==> src/rtl/shift_rows_serial.sv <==
// AES (Inv)ShiftRows on a byte-serial column-major stream, 16-byte ping-pong banks.
// Latency: byte 0 of a block appears one edge after its 16th byte is accepted, then 15 more bytes back-to-back.
// Backpressure: in_ready drops only while the write bank is still full; the output side has no backpressure.
module shift_rows_serial (
    input  logic       clk,
    input  logic       rst,
    input  logic       mode,
    input  logic       in_valid,
    input  logic [7:0] d_in,
    output logic       in_ready,
    output logic       out_valid,
    output logic [7:0] d_out,
    output logic       out_en
);

    logic [7:0] mem [2][16];
    logic [1:0] full;
    logic [1:0] full_nxt;
    logic [1:0] bank_mode;
    logic [3:0] wr_cnt;
    logic [3:0] rd_cnt;
    logic       wr_bank;
    logic       rd_bank;
    logic       wr_fire;
    logic       rd_fire;
    logic [1:0] rd_col;
    logic [1:0] rd_row;
    logic [1:0] src_col;
    logic [3:0] src_idx;

    assign in_ready = rst & ~full[wr_bank];
    assign wr_fire  = in_valid & in_ready;
    assign rd_fire  = full[rd_bank];

    // Column arithmetic wraps naturally in 2 bits, giving the mod-4 rotation.
    assign rd_col  = rd_cnt[3:2];
    assign rd_row  = rd_cnt[1:0];
    assign src_col = bank_mode[rd_bank] ? (rd_col + rd_row) : (rd_col - rd_row);
    assign src_idx = {src_col, rd_row};

    // A bank being written is never full, so set and clear never collide on one flag.
    always_comb begin
        full_nxt = full;
        if (wr_fire && (wr_cnt == 4'd15)) begin
            full_nxt[wr_bank] = 1'b1;
        end
        if (rd_fire && (rd_cnt == 4'd15)) begin
            full_nxt[rd_bank] = 1'b0;
        end
    end

    always_ff @(posedge clk) begin
        if (!rst) begin
            wr_cnt    <= 4'd0;
            rd_cnt    <= 4'd0;
            wr_bank   <= 1'b0;
            rd_bank   <= 1'b0;
            full      <= 2'b00;
            out_valid <= 1'b0;
            out_en    <= 1'b0;
            d_out     <= 8'h00;
        end else begin
            full <= full_nxt;
            if (wr_fire) begin
                wr_cnt <= wr_cnt + 4'd1;
                if (wr_cnt == 4'd15) begin
                    wr_bank <= ~wr_bank;
                end
            end
            if (rd_fire) begin
                rd_cnt <= rd_cnt + 4'd1;
                if (rd_cnt == 4'd15) begin
                    rd_bank <= ~rd_bank;
                end
                d_out <= mem[rd_bank][src_idx];
            end
            out_valid <= rd_fire;
            out_en    <= rd_fire && (rd_row != 2'd0);
        end
    end

    // Data and latched mode are only consumed behind a full flag, so they carry no reset.
    always_ff @(posedge clk) begin
        if (wr_fire) begin
            mem[wr_bank][wr_cnt] <= d_in;
            if (wr_cnt == 4'd0) begin
                bank_mode[wr_bank] <= mode;
            end
        end
    end

endmodule

==> config.mk <==
export PLATFORM = sky130hd
export DESIGN_NAME = shift_rows_serial
export DESIGN_NICKNAME = d
export VERILOG_FILES = /design/src/rtl/shift_rows_serial.sv
export SDC_FILE = /design/constraint.sdc
export NUM_CORES = 1
export LEC_CHECK = 0
export ABC_CLOCK_PERIOD_IN_PS = 6800
export CORE_UTILIZATION = 60
export DETAILED_ROUTE_END_ITERATION = 10
export MAX_ROUTING_LAYER = met4
export PLACE_DENSITY = 0.77
export SETUP_SLACK_MARGIN = 0.5
export SYNTH_ARGS = -nofsm -noshare
export SYNTH_HDL_FRONTEND = slang
export SYNTH_SLANG_ARGS = --single-unit
==> constraint.sdc <==
create_clock -name clk -period 6.8 [get_ports clk]
set_input_delay 1.36 -clock clk [delete_from_list [all_inputs] [get_ports clk]]
set_output_delay 1.36 -clock clk [all_outputs]
set_load 0.02 [all_outputs]
==> results.cfg <==
[run_status]
status = complete, no violations

[worst_setup_path]
cp_slowest_cell = clkdlybuf4s50_1
crit_top_cell = clkdlybuf4s50_1
critPathArrivalTime_ns = 2.93
cp_cell_sequence = clkdlybuf4s50_1 > and2_1 > clkdlybuf4s50_1
endpoint_kind = primary output
critical_path_class = primary input to primary output
critPathMaxFanout = 18
startpoint_type = primary input
worstPathRequired_ns = 5.44
max_stage_delay_ns = 0.78

[drt]
route.detailed.drc = 0
ant_nets = 0
drt-total-wl_mm = 23.6
wl_per_cell_um = 26.9
vias = 5867
routed_via_density = 6.69
drtIter0Drc = 662
firstDrtPassIters = 5

[cts]
insertion_delay_ns = 0.54
clock-sinks = 281
cts_tree = built
cts-root-buf = clkbuf_16
post_cts_buffers = 0
cts_made_buffers = 28
cts_buffer_depth = 3
cts_hold_buf = 0
clk_pin_slew_ns = 0.06
postCtsResizedCells = 0
cts_max_level = 1

[placed_design]
hpwl_mm = 14.4
dp.cells = 826
port_buffers = 22
gp_congestion = 0.869
pre_cts_slack_ns = 2.52
placed_area_um2 = 11700

[power_and_ir_drop]
seqPwrFrac_pct = 54.3
p_sw_share_pct = 19.6
clock_power_share_pct = 43.9
finalPower_mw = 3.48
powerDensity_nw_per_um2 = 277
comb_power_share_pct = 1.8
peakVddDrop_mv = 0.176
p_switching_mw = 0.681
leakage_nw = 3.91
cellInternalPower_mw = 2.80

[timing]
fin_skew_ns = 0.0140
worstMarginPinSlew_ns = 1.19
fin_ws_ns = 2.51
fin_crit_ns = 4.29
fin_setup_tns_ns = 0
max_freq_ghz = 0.233
grt_setup_unrepaired = no
slew_headroom_pct = 20.2
hold_violations = 0
fin_crit_sh_pct = 63.1
setup_viol = 0
slew_violations = 0
whs_ns = 0.505

[synthesis]
ys_types = 45
synth-edff-count = 258
ys_seq_elements = 281
synthCells = 593
syn_area_per_cell_um2 = 19.1
yosysSeqAreaShare_pct = 72.6
ys_async_sr_fraction_pct = 0
synthMuxAreaShare_pct = 14.2
syn-num-nets = 612
ys.flop_type = edfxtp_1
yosysTopAreaCellShare_pct = 68.5
syn_area_um2 = 11300
synth_top_family_by_area = multiplexers
yosysWarnings = 0
synth_xor_area_share_pct = 0.786
synth_area_leaders = edfxtp_1, mux4_1, dfxtp_1
synth_top_cell_by_area = edfxtp_1
synth-simple-area-share_pct = 4.94
synth_compound_area_share_pct = 4.31
synth_fa_ha_area_share_pct = 0.775

[grt]
grt_antenna_before_repair = 0
gr-usage-all-layers_pct = 26.1
grt_pass1_vias = 5790
grt_max_degree = 45
overflow = 0
grt_pass1_wl_mm = 36.0

[finish]
syn_to_final_growth_pct = 11.2
instances_no_fill = 877
diodes = 0
stdcell_area_um2 = 12600
drive_gt1_share_pct = 16.0
fin_util_pct = 69.1
final_common_cell = edfxtp_1
nets = 646
layout_common_cells = edfxtp_1, nor2_1, nand2_1

[hold_path]
min_path_type = flip-flop to flip-flop

[die]
dieArea_um2 = 19400
die_h_um = 139
core_region_area_um2 = 18200
start_util_pct = 62.1
num_io_pins = 23
dieWidth_um = 139
rows = 49

[run]
cap_violations = 0
==> per-layer routing <==
metal	GRT usage (%)	wire length, um	up-vias
li1	-	-	2473
met1	38.7	10100	2968
met2	37.6	10600	370
met3	4.51	2270	56
met4	7.72	633	0
met5	-	0	-
==> synth_stat cells (5+ instances only) <==
master / number
a221oi_1: 15
o21ai_1: 7
ha_1: 7
inv_1: 6
o211ai_2: 5
mux4_2: 20
edfxtp_1: 258
dfxtp_1: 23
clkbuf_1: 11
nand2_1: 34
mux4_1: 28
buf_12: 6
and2_1: 11
mux2i_1: 29
mux2_2: 7
a211o_2: 5
buf_2: 5
a22oi_1: 10
nor2_1: 43
xnor2_1: 7
==> logic make-up after synthesis <==
| group | after synthesis |
|---|---|
| compound gates | 57 |
| buf+inv | 37 |
| fa+ha+maj | 7 |
| simple gates | 117 |
| mux | 86 |
| xor+xnor | 8 |
| flops | 281 |
==> registers in the layout, summed over array words and instances (netlist names), named ones only <==
register / count
rd_cnt: 4
wr_bank: 1
d_out: 8
mem: 256
bank_mode: 2
out_valid: 1
full: 2
wr_cnt: 4
out_en: 1
rd_bank: 1
==> worst max-delay path, delay by kind of cell <==
family,cells,cell delay (ns)
buffers and inverters,2,1.38
and+or+nand+nor,1,0.20
==> path summary, 6_finish.rpt <==
kind / from / endpoint / slack, ns / cells after the start
worst min-delay path: d_out[3]$_SDFFE_PN0P_ / d_out[3]$_SDFFE_PN0P_ / 0.51 / 2
worst max register to register: wr_bank$_SDFFE_PN0N_ / mem[0][21]$_DFFE_PP_ / 3.66 / 4
worst min register to register: d_out[3]$_SDFFE_PN0P_ / d_out[3]$_SDFFE_PN0P_ / 0.51 / 2
worst max-delay path: rst / in_ready / 2.51 / 3
==> cell type report <==
cell class                      instances  area [um^2]
Clock inverter                         17          174
Multi-Input combinational cell        275         2820
Fill cell                            1078         5630
Timing Repair Buffer                   34          310
Sequential cell                       281         8210
Tap cell                              229          287
Clock buffer                           34          744
Inverter                                7         26.3
==> power by group through the flow <==
stage,combinational (mW),sequential (mW),clock [mW]
floorplan,0.0178,1.93,0
global placement,0.0586,1.93,0
detailed placement,0.0627,1.93,0
CTS,0.0629,1.89,1.54
global route,0.0675,1.89,1.61
finish,0.0630,1.89,1.53
Power figures use the tool's default switching activity.
